**src/rtl/ps2_pkg.sv**
```systemverilog
// ps2_pkg: key codes, scan codes and state encodings shared by the PS/2 key decoder.
package ps2_pkg;
  localparam logic [3:0] KEY_NONE  = 4'b0000;
  localparam logic [3:0] KEY_A     = 4'b0001;
  localparam logic [3:0] KEY_D     = 4'b0010;
  localparam logic [3:0] KEY_S     = 4'b0011;
  localparam logic [3:0] KEY_W     = 4'b0100;
  localparam logic [3:0] KEY_SPACE = 4'b0101;
  localparam logic [7:0] SC_W      = 8'h1D;
  localparam logic [7:0] SC_S      = 8'h1B;
  localparam logic [7:0] SC_A      = 8'h1C;
  localparam logic [7:0] SC_D      = 8'h23;
  localparam logic [7:0] SC_SPACE  = 8'h29;
  localparam logic [7:0] SC_BREAK  = 8'hF0;
  localparam logic [7:0] SC_EXT    = 8'hE0;
  typedef enum logic [1:0] {IDLE, SHIFT, CHECK} rx_state_e;
  typedef enum logic [1:0] {BASE, BRK, EXT, EXT_BRK} dec_state_e;
  function automatic logic [3:0] key_of(input logic [7:0] sc);
    return sc == SC_W ? KEY_W : sc == SC_S ? KEY_S : sc == SC_A ? KEY_A :
           sc == SC_D ? KEY_D : sc == SC_SPACE ? KEY_SPACE : KEY_NONE;
  endfunction
endpackage

```
**src/rtl/ps2_frame_rx.sv**
```systemverilog
// ps2_frame_rx: synchronises the PS/2 pins and assembles 11-bit frames into checked bytes.
module ps2_frame_rx
  import ps2_pkg::*;
#(
  parameter int TIMEOUT_CYCLES = 50000
) (
  input  logic       clk,
  input  logic       rst,
  input  logic       ps2_clk,
  input  logic       ps2_dat,
  output logic [7:0] rx_byte,
  output logic       byte_valid,
  output logic       frame_error
);
  localparam int CW = $clog2(TIMEOUT_CYCLES + 1);
  // clk_sync_q[2] holds the previous synchronised value for edge detection
  logic [2:0] clk_sync_q, clk_sync_d;
  logic [1:0] dat_sync_q, dat_sync_d;
  rx_state_e state_q, state_d;
  logic [9:0] sr_q, sr_d;
  logic [3:0] cnt_q, cnt_d;
  logic [CW-1:0] idle_q, idle_d;
  logic fall, dat, timeout;
  always_ff @(posedge clk) begin
    if (rst) begin
      clk_sync_q <= '1;
      dat_sync_q <= '1;
      state_q    <= IDLE;
      sr_q       <= '0;
      cnt_q      <= '0;
      idle_q     <= '0;
    end else begin
      clk_sync_q <= clk_sync_d;
      dat_sync_q <= dat_sync_d;
      state_q    <= state_d;
      sr_q       <= sr_d;
      cnt_q      <= cnt_d;
      idle_q     <= idle_d;
    end
  end
  assign fall    = !clk_sync_q[1] && clk_sync_q[2];
  assign dat     = dat_sync_q[1];
  assign timeout = idle_q == CW'(TIMEOUT_CYCLES);
  assign rx_byte = sr_q[7:0];
  always_comb begin
    clk_sync_d  = {clk_sync_q[1:0], ps2_clk};
    dat_sync_d  = {dat_sync_q[0], ps2_dat};
    state_d     = state_q;
    sr_d        = sr_q;
    cnt_d       = cnt_q;
    byte_valid  = 1'b0;
    frame_error = 1'b0;
    idle_d      = fall ? '0 : timeout ? idle_q : idle_q + 1'b1;
    if (state_q == IDLE && fall && !dat) begin
      state_d = SHIFT;
      cnt_d   = '0;
    end else if (state_q == SHIFT && fall) begin
      sr_d    = {dat, sr_q[9:1]};
      cnt_d   = cnt_q + 1'b1;
      state_d = cnt_q == 4'd9 ? CHECK : SHIFT;
    end else if (state_q == SHIFT && timeout) begin
      frame_error = 1'b1;
      state_d     = IDLE;
    end else if (state_q == CHECK) begin
      byte_valid  = ^sr_q[8:0] && sr_q[9];
      frame_error = !byte_valid;
      state_d     = IDLE;
    end
  end
endmodule

```
**src/rtl/ps2_key_decoder.sv**
```systemverilog
// ps2_key_decoder: turns PS/2 set-2 make/break sequences for W/A/S/D/Space into key_press.
module ps2_key_decoder
  import ps2_pkg::*;
#(
  parameter int TIMEOUT_CYCLES = 50000
) (
  input  logic       CLOCK_50,
  input  logic       reset,
  input  logic       PS2_CLK,
  input  logic       PS2_DAT,
  output logic [3:0] key_press,
  output logic       key_event,
  output logic       frame_error,
  output logic [7:0] scan_code
);
  logic [7:0] rx_byte;
  logic byte_valid;
  logic [3:0] mapped;
  dec_state_e dec_q, dec_d;
  logic [3:0] key_q, key_d;
  logic [7:0] sc_q, sc_d;
  logic event_q, event_d;
  ps2_frame_rx #(.TIMEOUT_CYCLES(TIMEOUT_CYCLES)) u_rx (
    .clk        (CLOCK_50),
    .rst        (reset),
    .ps2_clk    (PS2_CLK),
    .ps2_dat    (PS2_DAT),
    .rx_byte    (rx_byte),
    .byte_valid (byte_valid),
    .frame_error(frame_error)
  );
  always_ff @(posedge CLOCK_50) begin
    if (reset) begin
      dec_q   <= BASE;
      key_q   <= KEY_NONE;
      sc_q    <= '0;
      event_q <= 1'b0;
    end else begin
      dec_q   <= dec_d;
      key_q   <= key_d;
      sc_q    <= sc_d;
      event_q <= event_d;
    end
  end
  always_comb begin
    mapped = key_of(rx_byte);
    dec_d  = dec_q;
    key_d  = key_q;
    sc_d   = sc_q;
    if (byte_valid) begin
      sc_d = rx_byte;
      case (dec_q)
        BASE: begin
          dec_d = rx_byte == SC_BREAK ? BRK : rx_byte == SC_EXT ? EXT : BASE;
          key_d = mapped != KEY_NONE ? mapped : key_q;
        end
        // only releasing the key currently held clears it
        BRK: begin
          dec_d = BASE;
          key_d = (mapped != KEY_NONE && mapped == key_q) ? KEY_NONE : key_q;
        end
        EXT:     dec_d = rx_byte == SC_BREAK ? EXT_BRK : BASE;
        default: dec_d = BASE;
      endcase
    end
    event_d = key_d != key_q;
  end
  assign key_press = key_q;
  assign key_event = event_q;
  assign scan_code = sc_q;
endmodule

```
**config.mk**
```make
export PLATFORM = sky130hd
export DESIGN_NAME = ps2_key_decoder
export DESIGN_NICKNAME = d
export VERILOG_FILES = /design/src/rtl/ps2_pkg.sv /design/src/rtl/ps2_frame_rx.sv /design/src/rtl/ps2_key_decoder.sv
export SDC_FILE = /design/constraint.sdc
export NUM_CORES = 1
export LEC_CHECK = 0
export ABC_AREA = 1
export ABC_CLOCK_PERIOD_IN_PS = 2800
export CAP_MARGIN = 20
export CELL_PAD_IN_SITES_DETAIL_PLACEMENT = 1
export CELL_PAD_IN_SITES_GLOBAL_PLACEMENT = 1
export CORE_UTILIZATION = 44
export CTS_BUF_LIST = sky130_fd_sc_hd__clkbuf_4 sky130_fd_sc_hd__clkbuf_8
export DETAILED_ROUTE_END_ITERATION = 16
export PLACE_DENSITY = 0.93
export SLEW_MARGIN = 25
export SYNTH_ARGS = -nofsm -noshare
export SYNTH_HDL_FRONTEND = slang
export SYNTH_HIERARCHICAL = 1
export SYNTH_SLANG_ARGS = --single-unit
```
**constraint.sdc**
```tcl
create_clock -name CLOCK_50 -period 2.8 [get_ports CLOCK_50]
set_input_delay 0.56 -clock CLOCK_50 [delete_from_list [all_inputs] [get_ports CLOCK_50]]
set_output_delay 0.56 -clock CLOCK_50 [all_outputs]
set_load 0.1 [all_outputs]
```
==> metrics.md, run 1 <==
| Metric | Value |
|---|---|
| Hold buffers post-CTS | `0` |
| Routed wire per std cell | `14.0 microns` |
| Sw Share | `22.6%` |
| Mean post-synth cell area | `6.95 sq um` |
| Cell Chain, Critical Path | `inv_1 > nand2_1 > nand2_1 > nand2_1 > nand3_1 > nand2_1 > nand2_1 > nand3_1 > nand2_1 > a21oi_2 > buf_12` |
| Cell with the most instances after synthesis | `nand2_1` |
| WL final | `7080 microns` |
| Clock latency on the worst-skew pair | `0.31 ns` |
| Clock root buffer | `clkbuf_8` |
| Pwr/cell area | `418 nW/um^2` |
| Post-CTS setup buffers | `0` |
| Die Height | `82.8 microns` |
| Main synth FF type | `dfxtp_1` |
| Detailed Route Iter0 Violations | `89` |
| Pre-antenna DRT Iters | `4` |
| Sequential power share | `56.4%` |
| Routed vias | `2,659` |
| Hold Path Sink | `u_rx/dat_sync_q[1]$_SDFF_PP1_` |
| N_diodes | `0` |
| CP Class | `reg -> out` |
| Worst Path Max Fanout | `8` |
| Worst-Margin Slew | `0.380 ns` |
| F_max | `0.380 GHz` |
| Final WS setup | `0.171 ns` |
| Area growth syn-to-layout | `11.1%` |
| Register area share after synthesis | `36.3%` |
| Post-Synthesis Cell Area | `2870 sq um` |
| CP Capture Type | `output port` |
| Biggest area consumer among synthesized cells | `dfxtp_1` |
| # DRC | `0` |
| First-pass GRT wire length | `11,700 microns` |
| Clk_skew | `0.00782 ns` |
| Starting Density | `45.5%` |
| Asr flop ratio synth | `0%` |
| Vias in the first global route | `2,609` |
| P_sw | `0.302 mW` |
| CP delay by family, top | `simple AND/OR/NAND/NOR gates` |
| Cell internal pwr | `1.03 mW` |
| Total GRT Usage | `22.3%` |
| Clk sink count | `52` |
| Buf/Inv on CP | `2` |
| Most frequent cells after synthesis | `nand2_1, dfxtp_1, nor2_1` |
| Post-synth EDFFs | `0` |
| FF-to-FF Start | `u_rx/sr_q[4]$_SDFFE_PP0P_` |
| Setup total negative slack | `0 ns` |
| Post-cts gate resize count | `0` |
| Cell variety after synth | `34` |
| Yosys warnings | `6` |
| Clock-pin slew on the worst setup and hold paths | `0.10 ns` |
| Layout cell share with drive strength beyond 1 | `19.1%` |
| Status | `complete, no violations` |
| # nets final | `436` |
| HPWL Detailed | `5460 microns` |
| Slew Viols, Final | `0` |
| Lkg Pwr | `1.39 nW` |
| Combinational share of power | `3.4%` |
| Die Area | `6850 sq um` |
| Die width | `82.8 microns` |
| Tmin final | `2.63 ns` |
| Maximum vdd drop | `246 uV` |
| Synth top area cells | `dfxtp_1, nand2_1, nor2_1` |
| # port buffers | `17` |
| Min Hold Slack | `0.421 ns` |
| Largest net degree at the start of global routing | `20` |
| Total CTS buffers | `5` |
| Crit share post-route | `93.9%` |
| Hold depth | `1` |
| Hold Crit Start | `u_rx/dat_sync_q[0]$_SDFF_PP1_` |
| Pre-CTS setup slack | `0.368 ns` |
| WP data arrival | `2.07 ns` |
| Worst min path class | `reg -> reg` |
| Max clock buf depth | `2` |
| Final setup viols | `0` |
| Yosys reg bits | `52` |
| Reg-to-Reg End | `key_event$_SDFF_PP0_` |
| Initial antenna violation count | `0` |
| Routability cong. | `0.871` |
| TritonCTS clock tree | `done` |
| FF-to-FF path depth | `20` |
| I/O pin count | `18` |
| CP dominant cell by count | `nand2_1` |
| Clock Power Share | `40.2%` |
| CP required | `2.24 ns` |
| Remaining antenna violation count after routing | `0` |
| Synth top area share | `36.3%` |
| Synth Net Count | `421` |
| Relative slew slack | `74.4%` |
| Delay of the slowest critical-path stage | `0.50 ns` |
| Grt ovf | `0` |
| Core area | `6310 sq um` |
| Cells after Synth | `413` |
| Max Cap Viol | `0` |
| Std-Cell Rows | `29` |
| Final hold vios | `0` |
| H-tree levels | `2` |
| CP max-delay cell | `dfxtp_1` |
| Via density | `5.25` |
| R2R Setup Slk | `0.32 ns` |
| RSZ-0062 raised after global routing | `no` |
| Worst setup SP type | `flip-flop` |
## worst register-to-register path, delay by kind of cell, from the launching register on
family                 cells  cell delay (ns)
and+or+nand+nor           15             1.29
DFF                        1             0.50
buffers and inverters      4             0.44
AOI/OAI and AO/OA          1             0.15
## placed cells by master (no fill, tap or decap), types with 2 or more instances in the layout
cell type / synthesis / final
a21oi_1: 34 / 33
a21oi_2: 1 / 2
buf_4: 9 / 18
clkbuf_8: 0 / 5
clkdlybuf4s50_1: 0 / 3
dfxtp_1: 52 / 52
ha_1: 4 / 4
inv_1: 48 / 48
inv_2: 11 / 11
nand2_1: 79 / 79
nand2_2: 13 / 13
nand2_4: 4 / 4
nand3_1: 21 / 21
nand3_2: 3 / 3
nand3b_1: 3 / 3
nand4_1: 12 / 12
nor2_1: 49 / 48
nor2_2: 5 / 6
nor2_4: 5 / 5
nor3_1: 5 / 4
nor3_2: 1 / 2
nor3_4: 2 / 2
nor4_1: 3 / 2
o21ai_0: 25 / 25
o21ai_1: 3 / 3
or2_0: 2 / 2
or2_2: 5 / 5
xnor2_1: 3 / 3
xor2_1: 3 / 3
## power by group through the flow
stage | sequential (mW) | clock [mW] | combinational (mW)
floorplan | 0.768 | 0 | 0.0304
global placement | 0.769 | 0 | 0.0432
detailed placement | 0.770 | 0 | 0.0456
CTS | 0.753 | 0.554 | 0.0457
global route | 0.754 | 0.580 | 0.0510
finish | 0.753 | 0.537 | 0.0454
## worst max path at each step
stage / from / to / slack [ns] / depth (start not counted)
2_1_floorplan: u_rx/idle_q[9]$_SDFFE_PP0P_ / frame_error / 0.39 / 6
3_3_place_gp: u_rx/idle_q[9]$_SDFFE_PP0P_ / frame_error / 0.56 / 7
3_5_place_dp: u_rx/sr_q[5]$_SDFFE_PP0P_ / key_event$_SDFF_PP0_ / 0.37 / 19
4_1_cts: u_rx/idle_q[9]$_SDFFE_PP0P_ / frame_error / 0.17 / 7
5_1_grt: u_rx/sr_q[6]$_SDFFE_PP0P_ / frame_error / 0.05 / 11
6_report: u_rx/sr_q[4]$_SDFFE_PP0P_ / frame_error / 0.17 / 11
## area by class of cell
| cell class | instances | area (sq um) |
|---|---|---|
| fillers | 847 | 3120 |
| multi-input cells | 288 | 1530 |
| flip-flops and latches | 52 | 1040 |
| inverters | 59 | 221 |
| repair buffers | 22 | 185 |
| well taps | 77 | 96.3 |
| clock buffers | 5 | 68.8 |
| clock inverters | 3 | 46.3 |
## routing by layer
metal	global-route usage [%]	share of wire, %
met4	6.38	1.8
met5	0	0
met3	3.28	3.0
met2	40.8	50
met1	26.9	45
## state kept, by name, summed over array words and instances, names as in the netlist
signal,flops
u_rx/cnt_q,4
dec_q,2
u_rx/clk_sync_q,3
u_rx/idle_q,16
scan_code,8
key_event,1
u_rx/dat_sync_q,2
u_rx/state_q,2
u_rx/sr_q,10
key_press,4
## through the flow
step                instances  power [mW]  instance area (sq um)  utilization, %
floorplan                 413       0.798                   2880               -
global placement          498       0.813                   3070            48.6
detailed placement        498       0.815                   3070            48.6
CTS                       506        1.35                   3180            50.4
global route              506        1.39                   3190            50.5
finish                    506        1.33                   3190            50.5
## kinds of logic after synthesis
kind of cell             Yosys count  synth area share (%)
adder cells (fa/ha/maj)            4                  1.74
flip-flops                        52                  36.3
AO/OA/AOI/OAI                     65                  11.6
XOR/XNOR                           6                  1.83
AND/OR/NAND/NOR                  213                  37.5
buffers and inverters             73                  11.0
(Power assumes the default switching activity.)
==> inputs of run 2 (changes only) <==
--- a/config.mk
+++ b/config.mk
@@ -12,8 +12,10 @@
 export CELL_PAD_IN_SITES_GLOBAL_PLACEMENT = 1
 export CORE_UTILIZATION = 44
 export CTS_BUF_LIST = sky130_fd_sc_hd__clkbuf_4 sky130_fd_sc_hd__clkbuf_8
+export CTS_CLUSTER_SIZE = 8
 export DETAILED_ROUTE_END_ITERATION = 16
 export PLACE_DENSITY = 0.93
+export RECOVER_POWER = 25
 export SLEW_MARGIN = 25
 export SYNTH_ARGS = -nofsm -noshare
 export SYNTH_HDL_FRONTEND = slang
==> run 2 against run 1 <==
Effect of this change: count of clock-buffer cells in the layout unchanged; sequential share of layout area about the same; non-clock buffer count unchanged; setup slack about the same; register-to-register slack about the same; final cell count unchanged; first-iteration DRC count up 7.9%; critical path type unchanged.
==> metrics.md, run 2 (synthesis gave the netlist of run 1 again) <==
| Metric | Value |
|---|---|
| TritonCTS clock tree | `done` |
| Routed vias | `2,656` |
| Lkg Pwr | `1.38 nW` |
| Die Height | `82.8 microns` |
| Worst-Margin Slew | `0.463 ns` |
| Vias in the first global route | `2,609` |
| # nets final | `436` |
| # DRC | `0` |
| Pwr/cell area | `419 nW/um^2` |
| Met3 usage in global routing | `3.28%` |
| Final instance area | `3190 sq um` |
| Final hold vios | `0` |
| Slew Viols, Final | `0` |
| Placed insts | `498` |
| Pre-antenna DRT Iters | `4` |
| FF-to-FF Start | `u_rx/sr_q[4]$_SDFFE_PP0P_` |
| Via density | `5.25` |
| Final setup viols | `0` |
| # port buffers | `17` |
| Pre-CTS setup slack | `0.368 ns` |
| Total CTS buffers | `5` |
| M2 GR Usage | `40.8%` |
| Routability cong. | `0.871` |
| Post-CTS setup buffers | `0` |
| Grt ovf | `0` |
| Detailed Route Iter0 Violations | `96` |
| Largest net degree at the start of global routing | `20` |
| Layout cell share with drive strength beyond 1 | `18.9%` |
| M1 GR Usage | `26.9%` |
| Clock root buffer | `clkbuf_8` |
| Clock latency on the worst-skew pair | `0.31 ns` |
| Commonest non-fill, non-tap cells in the layout | `nand2_1, dfxtp_1, inv_1, nor2_1, a21oi_1` |
| FF-to-FF path depth | `20` |
| H-tree levels | `2` |
| Tmin final | `2.63 ns` |
| Maximum vdd drop | `246 uV` |
| WP data arrival | `2.07 ns` |
| Std-Cell Rows | `29` |
| I/O pin count | `18` |
| Clk sink count | `52` |
| F_max | `0.380 GHz` |
| Placed Area | `3070 sq um` |
| # fillers | `847` |
| Hold Path Sink | `u_rx/dat_sync_q[1]$_SDFF_PP1_` |
| Die width | `82.8 microns` |
| N_diodes | `0` |
| Status | `complete, no violations` |
| Max Cap Viol | `0` |
| Overall power | `1.33 mW` |
| Biggest register | `u_rx/idle_q` |
| Grt peak-use layer | `met2` |
| CP Class | `reg -> out` |
| Final WS setup | `0.170 ns` |
| Post-route insts no fill | `506` |
| Initial antenna violation count | `0` |
| Remaining antenna violation count after routing | `0` |
| Largest register FFs | `16` |
| First-pass GRT wire length | `11,700 microns` |
| Crit share post-route | `93.9%` |
| Core area | `6310 sq um` |
| WL final | `7080 microns` |
| Relative slew slack | `69.1%` |
| Setup total negative slack | `0 ns` |
| Starting Density | `45.5%` |
| HPWL Detailed | `5460 microns` |
| Clock-pin slew on the worst setup and hold paths | `0.10 ns` |
| Reg-to-Reg End | `key_event$_SDFF_PP0_` |
| Hold depth | `1` |
| Worst Path Max Fanout | `8` |
| Die Area | `6850 sq um` |
| CP required | `2.24 ns` |
| Most common cell after layout, fill and taps aside | `nand2_1` |
| RSZ-0062 raised after global routing | `no` |
| CP Capture Type | `output port` |
| Area growth syn-to-layout | `11.0%` |
| Routed wire per std cell | `14.0 microns` |
| Total GRT Usage | `22.3%` |
| Worst min path class | `reg -> reg` |
| Hold Crit Start | `u_rx/dat_sync_q[0]$_SDFF_PP1_` |
| Max clock buf depth | `2` |
| Worst setup SP type | `flip-flop` |
| R2R Setup Slk | `0.31 ns` |
| Clk_skew | `0.00764 ns` |
==> run 2: cell types whose count changed in the layout (fill, tap and decap cells not counted) <==
cell / change
clkdlybuf4s50_1: -1
dlygate4sd3_1: +1
buf_4: -1
clkbuf_1: +1
==> run 2: layer usage <==
| metal | vias to the layer above | routed length [microns] |
|---|---|---|
| li1 | 1339 | - |
| met3 | 13 | 212 |
| met2 | 55 | 3520 |
| met1 | 1249 | 3230 |
| met5 | - | 0 |
| met4 | 0 | 124 |
==> run 2: cell type report <==
class,instances,area (sq um),share of cell area [%]
inverters,59,221,6.95
flip-flops and latches,52,1040,32.7
clock inverters,3,46.3,1.45
well taps,77,96.3,3.02
repair buffers,22,181,5.69
multi-input cells,288,1530,48.1
clock buffers,5,68.8,2.16
==> run 2: worst max path at each step <==
stage                                      startpoint              endpoint  slack [ns]  depth (start not counted)
after global placement    u_rx/idle_q[9]$_SDFFE_PP0P_           frame_error        0.56                          7
after floorplan           u_rx/idle_q[9]$_SDFFE_PP0P_           frame_error        0.39                          6
final                       u_rx/sr_q[4]$_SDFFE_PP0P_           frame_error        0.17                         11
after CTS                 u_rx/idle_q[9]$_SDFFE_PP0P_           frame_error        0.17                          7
after detailed placement    u_rx/sr_q[5]$_SDFFE_PP0P_  key_event$_SDFF_PP0_        0.37                         19
after global routing        u_rx/sr_q[6]$_SDFFE_PP0P_  key_event$_SDFF_PP0_        0.03                         20
==> run 2: worst max-delay path, cell delays in order, from the launching register on <==
cell	delay [ns]
dfxtp_1	0.50
inv_1	0.13
nand2_1	0.08
nand2_1	0.07
nand2_1	0.08
nand3_1	0.11
nand2_1	0.10
nand2_1	0.06
nand3_1	0.11
nand2_1	0.08
a21oi_2	0.22
buf_12	0.21
==> run 2: stage by stage <==
| step | utilization, % | hold slack (ns) |
|---|---|---|
| 2_1_floorplan | - | 0.389 |
| 3_3_place_gp | 48.6 | 0.392 |
| 3_5_place_dp | 48.6 | 0.398 |
| 4_1_cts | 50.4 | 0.425 |
| 5_1_grt | 50.5 | 0.433 |
| 6_report | 50.5 | 0.422 |
==> run 2: power breakdown <==
part | switching [mW] | leakage [nW] | internal, mW
registers | 0.00642 | 0.420 | 0.746
logic | 0.0286 | 0.909 | 0.0158
clock network | 0.268 | 0.0548 | 0.270
==> run 2: repair_timing <==
item | CTS | global route
hold buffers | 0 | 0
resized for setup | 0 | 2
endpoints found under the setup margin | 0 | 2
==> inputs of run 3 (changes only) <==
--- a/config.mk
+++ b/config.mk
@@ -10,6 +10,7 @@
 export CAP_MARGIN = 20
 export CELL_PAD_IN_SITES_DETAIL_PLACEMENT = 1
 export CELL_PAD_IN_SITES_GLOBAL_PLACEMENT = 1
+export CORE_ASPECT_RATIO = 2
 export CORE_UTILIZATION = 44
 export CTS_BUF_LIST = sky130_fd_sc_hd__clkbuf_4 sky130_fd_sc_hd__clkbuf_8
 export CTS_CLUSTER_SIZE = 8
==> run 3 against run 2 <==
Effect of this change: final cell count up 2.0%; flip-flop and latch count unchanged; wire length up 6.5%; worst hold slack improved by 0.0045 ns; final area is 0.39% higher; setup slack improved by 0.037 ns; global-route usage is 2.5 points higher; die area up 0.29%; critical path depth did not move; sequential power about the same; maximum frequency rose by 1.4%; first-iteration DRC count shrank 10%; largest power group unchanged.
==> metrics.md, run 3 (synthesis gave the netlist of run 1 again) <==
| Metric | Value |
|---|---|
| Initial antenna violation count | `0` |
| N_diodes | `0` |
| Hold Crit Start | `u_rx/clk_sync_q[1]$_SDFF_PP1_` |
| TritonCTS clock tree | `done` |
| Remaining antenna violation count after routing | `0` |
| Pwr/cell area | `426 nW/um^2` |
| WP data arrival | `2.03 ns` |
| Via density | `5.26` |
| Min Hold Slack | `0.426 ns` |
| Clk sink count | `52` |
| Area of the multi-input gates | `1520 sq um` |
| F_max | `0.386 GHz` |
| Final hold vios | `0` |
| Detailed Route Iter0 Violations | `86` |
| Slew Viols, Final | `0` |
| CP required | `2.24 ns` |
| R2R Setup Slk | `0.32 ns` |
| Tmin final | `2.59 ns` |
| CP Capture Type | `output port` |
| Clock latency on the worst-skew pair | `0.33 ns` |
| Most common cell after layout, fill and taps aside | `nand2_1` |
| Post-cts gate resize count | `0` |
| Register area | `1040 sq um` |
| Hold depth | `2` |
| Post-CTS setup buffers | `0` |
| I/O pin count | `18` |
| Routed wire per std cell | `14.6 microns` |
| Routability cong. | `0.936` |
| Worst setup SP type | `flip-flop` |
| CP max-delay cell | `dfxtp_1` |
| Std-Cell Rows | `41` |
| Hold Path Sink | `u_rx/clk_sync_q[2]$_SDFF_PP1_` |
| Cell Chain, Critical Path | `inv_1 > nand2_1 > nand2_1 > nand2_1 > nand3_1 > nand2_1 > nand2_1 > nand3_1 > nand2_1 > a21oi_2 > buf_12` |
| Worst Path Max Fanout | `8` |
| # nets final | `437` |
| Clock-pin slew on the worst setup and hold paths | `0.11 ns` |
| FF-to-FF Start | `u_rx/sr_q[5]$_SDFFE_PP0P_` |
| Hold buffers post-CTS | `0` |
| Lkg Pwr | `1.39 nW` |
| Reg-to-Reg End | `key_event$_SDFF_PP0_` |
| Die Height | `116 microns` |
| Total CTS buffers | `5` |
| Final setup viols | `0` |
| HPWL Detailed | `5940 microns` |
| Clk_skew | `0.0182 ns` |
| Layout cell share with drive strength beyond 1 | `18.4%` |
| Setup total negative slack | `0 ns` |
| First-pass GRT wire length | `12,800 microns` |
| Largest net degree at the start of global routing | `20` |
| Worst min path class | `reg -> reg` |
| Max clock buf depth | `2` |
| Crit share post-route | `92.6%` |
| # port buffers | `17` |
| CP Class | `reg -> out` |
| Vias in the first global route | `2,883` |
| Area growth syn-to-layout | `11.4%` |
| Largest register FFs | `16` |
| FF-to-FF path depth | `19` |
| Status | `complete, no violations` |
| RSZ-0062 raised after global routing | `no` |
| Clock root buffer | `clkbuf_8` |
| # fillers | `841` |
| # DRC | `0` |
| Max Cap Viol | `0` |
| Maximum vdd drop | `456 uV` |
| Die Area | `6870 sq um` |
| Delay of the slowest critical-path stage | `0.50 ns` |
| CP dominant cell by count | `nand2_1` |
| Biggest register | `u_rx/idle_q` |
| WL final | `7540 microns` |
| Grt ovf | `0` |
| Worst-Margin Slew | `1.17 ns` |
| Relative slew slack | `22.6%` |
| Core area | `6310 sq um` |
| Commonest non-fill, non-tap cells in the layout | `nand2_1, dfxtp_1, nor2_1, inv_1, a21oi_1` |
| Die width | `59.1 microns` |
| H-tree levels | `2` |
| Pre-antenna DRT Iters | `4` |
| Starting Density | `45.5%` |
| Routed vias | `2,713` |
| Total GRT Usage | `24.8%` |
## run 3: area by class of cell
type	count	area share [%]
inverters	59	6.92
clock buffers	6	2.58
multi-input cells	288	47.6
flip-flops and latches	52	32.5
well taps	86	3.36
clock inverters	2	1.21
repair buffers	23	5.79
## run 3: report_power, final
part	internal [mW]	switching [mW]
logic	0.0168	0.0307
registers	0.746	0.00746
clock network	0.293	0.268
## run 3: how the worst max path moves through the flow
stage	from	end	depth (start not counted)	slack [ns]
after floorplan	u_rx/idle_q[9]$_SDFFE_PP0P_	frame_error	6	0.39
after global placement	u_rx/sr_q[4]$_SDFFE_PP0P_	key_event$_SDFF_PP0_	19	0.52
after detailed placement	u_rx/sr_q[4]$_SDFFE_PP0P_	key_event$_SDFF_PP0_	19	0.33
after CTS	u_rx/sr_q[4]$_SDFFE_PP0P_	frame_error	11	0.16
after global routing	u_rx/sr_q[4]$_SDFFE_PP0P_	key_event$_SDFF_PP0_	19	0.02
final	u_rx/sr_q[5]$_SDFFE_PP0P_	frame_error	11	0.21
## run 3: critical path, delay by kind of cell (launching register included)
family          cells  cell delay, ns
simple gates        8            0.65
flops               1            0.50
buf+inv             2            0.33
compound gates      1            0.23
## run 3: per-layer routing
layer  global-route usage (%)  routed length (microns)  vias to the layer above
li1                         -                        -                     1338
met1                     21.3                     2650                     1313
met2                     50.5                     4460                       39
met4                     14.3                      309                        0
met3                     3.65                      118                       23
met5                        0                        0                        -
## run 3: per-stage QoR
stage / instances / utilization (%) / worst slack, ns / area, sq um / power (mW)
floorplan: 413 / - / 0.395 / 2880 / 0.798
global placement: 508 / 48.9 / 0.515 / 3090 / 0.814
detailed placement: 508 / 48.9 / 0.333 / 3090 / 0.817
CTS: 516 / 50.8 / 0.158 / 3210 / 1.38
global route: 516 / 50.7 / 0.0175 / 3200 / 1.41
finish: 516 / 50.7 / 0.208 / 3200 / 1.36
==> edit 1 (flow settings as in run 1) <==
The output `key_event` loses its register stage (`event_q` becomes a continuous assignment).
--- a/src/rtl/ps2_key_decoder.sv
+++ b/src/rtl/ps2_key_decoder.sv
@@ -35,12 +35,12 @@
       key_q   <= KEY_NONE;
       sc_q    <= '0;
-      event_q <= 1'b0;
     end else begin
       dec_q   <= dec_d;
       key_q   <= key_d;
       sc_q    <= sc_d;
-      event_q <= event_d;
     end
   end
+
+  assign event_q = event_d;
   always_comb begin
     mapped = key_of(rx_byte);
Function: no difference found for any inputs over 10 cycles, from zero or initial values and one cycle with reset high; that may be too few to reach the edited logic, so the function may still have changed.
==> edit 1 against run 1 <==
The run now ends with setup timing left. Global-route usage is 4.2 points higher. Cell area grew 2.5%. Hold slack worse by 0.0012 ns. Final cell count is 4.0% lower. Total power fell by 5.4%. Setup slack lost 0.46 ns. Sequential cell count decreased by 1. Area after synthesis down 6.8%. Routed wire length is 34% higher. Clock power is 11% lower. Critical path type unchanged. Critical endpoint is now key_event. Highest routed layer unchanged.
==> edit 1: results (changes against run 1) <==
synth:
  ys_warn_count: 6  # unchanged
  synth_top_flop_cell: "dfxtp_1"
  ys_seq_area_share_pct: 38.1  # +1.9 points
  synth_cell_types: 38  # +12%
  synth_fp_nets: 391  # -7.1%
  synth_common_cells: "nand2_1 (81), dfxtp_1 (51), inv_1 (44)"
  synthTopCellsByArea: "dfxtp_1 (38%), nand2_1 (11%), a21oi_1 (6.5%)"
  synth-async-reset-ratio_pct: 0  # unchanged
sta:
  slew_headroom_pct: 69.2  # -5.3 points
  setup_viol: 1  # +1
  finalClockSkew_ns: 0.0113  # +0.00349 ns
  finalWorstSetupSlack_ns: -0.289  # -0.459 ns
cts:
  htreeDepth: 2  # unchanged
  cts-root-buf: "clkbuf_8"
  numCtsBuffers: 5  # unchanged
  cts_max_path_buffers: 2  # unchanged
  clock_latency_ns: 0.32
  clkTransAtPathRegs_ns: 0.09
cells_and_area:
  drive_above_1_share_pct: 29.2  # +10 points
  antenna_cells: 0  # unchanged
  design_area_mm2: 0.00327  # +2.5%
  nFillCells: 738  # -13%
  largest_register: "u_rx/idle_q"
  largest_reg_flops: 16  # unchanged
  final_net_count: 418  # -4.1%
route:
  routedWlPerCell_um: 19.5  # +39%
  viasPerCell: 5.61  # +6.7%
  drt_iter0_drc: 142  # +60%
  dr.pass1.iters: 4  # unchanged
run_status:
  outcome: "complete, but fails checks"
  violations: "setup timing"
place:
  dp_worst_setup_slack_ns: 0.129  # -0.238 ns
  hpwl_mm: 5.02  # -8.1%
  portBuffers: 17  # unchanged
  place_congestion: 0.839  # -3.6%
  placed_area_mm2: 0.00288  # -6.0%
hold_path:
  min_path_type: "reg -> reg"
worst_setup_path:
  crit_arrival_ns: 2.53  # +0.46 ns
  critical_path.max_fanout: 6  # -2
global_routing:
  grt_usage_pct: 26.5  # +4.2 points
  grt_pass1_vias: 2710  # +3.9%
  antenna_found_initial: 0  # unchanged
  grt_pass1_wl_mm: 13.0  # +11%
  grt_max_degree: 20  # unchanged
power_and_ir_drop:
  intPower_mw: 0.956  # -7.4%
  p_leak_nw: 1.35  # -2.6%
  ir_worst_vdd_uv: 184  # -25%
## edit 1: logic make-up after synthesis
group | count (synthesis) | share of synthesized area (%)
compound gates | 70 | 13.9
xor+xnor | 6 | 1.96
fa+ha+maj | 4 | 1.87
buf+inv | 64 | 10.6
flops | 51 | 38.1
simple gates | 188 | 33.6
## edit 1: final timing paths
path	depth (start not counted)	endpoint	from	slack, ns
max	14	key_event	u_rx/sr_q[3]	-0.29
min	1	u_rx/dat_sync_q[1]	u_rx/dat_sync_q[0]	0.42
max reg2reg	16	dec_q[1]	u_rx/sr_q[7]	0.61
min reg2reg	1	u_rx/dat_sync_q[1]	u_rx/dat_sync_q[0]	0.42
## edit 1: per-stage QoR
step | std cells | total power, mW | TNS, ns
detailed placement | 466 | 0.799 | 0
finish | 486 | 1.26 | -0.289
global placement | 466 | 0.797 | 0
global route | 486 | 1.31 | -0.472
floorplan | 383 | 0.783 | -0.163
CTS | 482 | 1.25 | -0.0805
## edit 1: critical path, stage by stage, from the launching register on
cell and delay [ns]:
dfxtp_4 0.39, inv_1 0.09, nand2_1 0.09, nor2_1 0.15, nand2_2 0.10, nand4_1 0.24
nand2_1 0.09, nand2_1 0.09, nand3_2 0.11, nand2_2 0.14, nand3_4 0.10, nor3_4 0.26
nor2_1 0.07, nand2_1 0.11, buf_12 0.18
## edit 1: metal layers
layer	up-vias	share of wire, %	track usage [%]
met5	-	0	0
met4	0	4.4	11.3
met3	26	3.7	4.11
met2	79	50	47.1
met1	1335	42	31.3
li1	1286	-	-
## edit 1: area by class of cell
type                       count  share of cell area [%]
sequential                    51                    32.2
tap                           75                    2.87
multi-input combinational    268                    47.3
clock inverter                 1                   0.268
clock buffer                   7                    2.76
inverter                      51                    6.01
timing repair buffer          33                    8.61
## edit 1: power by group through the flow
stage          combinational, mW  clock (mW)  sequential [mW]
6_report                  0.0505       0.479            0.733
3_5_place_dp              0.0439           0            0.755
3_3_place_gp              0.0419           0            0.755
5_1_grt                   0.0547       0.523            0.734
2_1_floorplan             0.0293           0            0.753
4_1_cts                   0.0449       0.473            0.735
## edit 1: repair_timing
action,CTS,global route
setup buffers,7,4
setup endpoints to repair,1,1
resized for setup,28,41
pin swaps,5,19
gates cloned,1,0
==> edit 2 (flow settings as in run 1) <==
Without the edit above. `TIMEOUT_CYCLES` is set to 50000 in 2 places; all go to 25000.
--- a/src/rtl/ps2_frame_rx.sv
+++ b/src/rtl/ps2_frame_rx.sv
@@ -3,5 +3,5 @@
   import ps2_pkg::*;
 #(
-  parameter int TIMEOUT_CYCLES = 50000
+  parameter int TIMEOUT_CYCLES = 25000
 ) (
   input  logic       clk,
--- a/src/rtl/ps2_key_decoder.sv
+++ b/src/rtl/ps2_key_decoder.sv
@@ -3,5 +3,5 @@
   import ps2_pkg::*;
 #(
-  parameter int TIMEOUT_CYCLES = 50000
+  parameter int TIMEOUT_CYCLES = 25000
 ) (
   input  logic       CLOCK_50,
Behaviour: same outputs for any inputs over 10 cycles, from zero or initial values and one cycle with reset high; that may be too few to reach the edited logic, so the function may still have changed.
==> edit 2 against run 1 <==
Cell area decreased by 3.1%. Hold slack got worse by 0.0012 ns. Area after synthesis decreased by 2.9%. Setup slack improved by 0.028 ns. Sequential share of layout area increased by 0.38 points. Sequential power decreased by 2%. Sequential cell count decreased by 1. Global-route usage increased by 1.5 points. First-iteration DRC count increased by 3.4%. Routed wire length increased by 3.1%. Total power decreased by 5.0%. Final cell count decreased by 2.4%. Count of clock-buffer cells in the layout increased by 3. Critical path type unchanged. Largest cell class unchanged. Largest power group unchanged.
==> edit 2: results (changes against run 1) <==
place:
  portBuffers: 17  # unchanged
  dp_worst_setup_slack_ns: 0.355  # -0.0125 ns
  hpwl_mm: 5.49  # +0.45%
  place_congestion: 0.839  # -3.6%
  placed_area_mm2: 0.00299  # -2.5%
cells_and_area:
  largest_reg_flops: 15  # -1
  drive_above_1_share_pct: 19.1  # -0.021 points
  antenna_cells: 0  # unchanged
  largest_register: "u_rx/idle_q"
  final_net_count: 426  # -2.3%
global_routing:
  antenna_found_initial: 0  # unchanged
  grt_pass1_wl_mm: 12.2  # +4.0%
  grt_max_degree: 20  # unchanged
  grt_usage_pct: 23.8  # +1.5 points
  grt_pass1_vias: 2716  # +4.1%
synth:
  synth_edf_count: 0  # unchanged
  yosysTopAreaCell: "dfxtp_1"
  synth-xor-area-share_pct: 2.20  # +0.37 points
  synth_cell_types: 33  # -2.9%
  synth-async-reset-ratio_pct: 0  # unchanged
  synth_top_flop_cell: "dfxtp_1"
  ys_seq_area_share_pct: 36.6  # +0.37 points
  synth_common_cells: "nand2_1 (76), inv_1 (52), dfxtp_1 (51)"
  synthTopCellsByArea: "dfxtp_1 (37%), nand2_1 (10%), inv_1 (7.0%)"
  synth_fa_ha_area_share_pct: 1.80  # +0.052 points
  synth-compound-area-share_pct: 12.2  # +0.53 points
  ys_warn_count: 6  # unchanged
  muxShareOfSynthArea_pct: 0  # unchanged
  synth_fp_nets: 410  # -2.6%
cts:
  cts_max_path_buffers: 2  # unchanged
  post-cts-setup-buffers: 0  # unchanged
  clock_latency_ns: 0.31  # about the same
  htreeDepth: 2  # unchanged
  clkTransAtPathRegs_ns: 0.09
  cts_resized: 0  # unchanged
  numCtsBuffers: 5  # unchanged
  cts-root-buf: "clkbuf_8"
power_and_ir_drop:
  p_leak_nw: 1.33  # -4.2%
  p_sw_share_pct: 22.4  # -0.26 points
  ir_worst_vdd_uv: 230  # -6.7%
run_status:
  outcome: "finished clean"
worst_setup_path:
  regToRegSetupSlack_ns: 0.31
  crit_arrival_ns: 2.04  # -0.03 ns
  critical_path.max_fanout: 6  # -2
sta:
  slew_headroom_pct: 74.3  # -0.092 points
  finalClockSkew_ns: 0.00952  # +0.00170 ns
  fin_crit_ns: 2.60  # -0.0278 ns
route:
  drt_iter0_drc: 92  # +3.4%
  dr_total_vias: 2627  # -1.2%
  dr.pass1.iters: 4  # unchanged
  routedWlPerCell_um: 14.8  # +5.6%
hold_path:
  min_path_type: "reg -> reg"
edit 2: changes by cell type after synthesis, moves of 2 or more:
cell,run 1,this run
nor2_1,49,46
nand2_1,79,76
nand3b_1,3,1
inv_2,11,9
nand3_1,21,18
o21ai_1,3,1
nor3_1,5,3
nor2_2,5,8
o21ai_0,25,28
inv_1,48,52
nor4_1,3,1
edit 2: power by group through the flow:
stage          clock [mW]  sequential, mW  combinational [mW]
6_report            0.483           0.739              0.0459
5_1_grt             0.517           0.740              0.0520
4_1_cts             0.494           0.739              0.0458
3_5_place_dp            0           0.756              0.0451
3_3_place_gp            0           0.755              0.0425
2_1_floorplan           0           0.754              0.0277
edit 2: routing by layer:
metal,track usage [%],vias to the layer above,wire (um)
li1,-,1299,-
met1,26.7,1264,3140
met2,44.6,50,3780
met3,3.67,14,265
met4,9.65,0,127
met5,0,-,0
edit 2: area by class of cell:
cell class | count | area (um^2)
Clock buffer | 8 | 104
Fill cell | 820 | 2930
Inverter | 61 | 229
Multi-Input combinational cell | 277 | 1460
Sequential cell | 51 | 1020
Tap cell | 75 | 93.8
Timing Repair Buffer | 22 | 185
edit 2: cell families after synthesis:
family,after synthesis
buffers and inverters,74
XOR/XNOR,7
AND/OR/NAND/NOR,200
AO/OA/AOI/OAI,66
adder cells (fa/ha/maj),4
flip-flops,51
edit 2: worst max-delay path, cell delays in order, from the launching register on:
cell	delay [ns]
dfxtp_1	0.38
inv_1	0.08
ha_1	0.15
nand4_1	0.12
nor2_1	0.14
nand2_1	0.16
nor2_1	0.20
inv_1	0.08
a21oi_2	0.22
buf_12	0.20
edit 2: per-stage QoR:
| stage | hold WS (ns) | utilization [%] | std cells |
|---|---|---|---|
| after floorplan | 0.389 | - | 402 |
| after global placement | 0.391 | 49.6 | 486 |
| after detailed placement | 0.401 | 49.6 | 486 |
| after CTS | 0.422 | 51.3 | 494 |
| after global routing | 0.431 | 51.3 | 494 |
| final | 0.420 | 51.3 | 494 |
edit 2: final timing paths:
path,start,to,cells past startpoint
min,u_rx/dat_sync_q[0],u_rx/dat_sync_q[1],1
max reg2reg,u_rx/sr_q[5],key_event,19
max,u_rx/idle_q[0],frame_error,9
min reg2reg,u_rx/dat_sync_q[0],u_rx/dat_sync_q[1],1
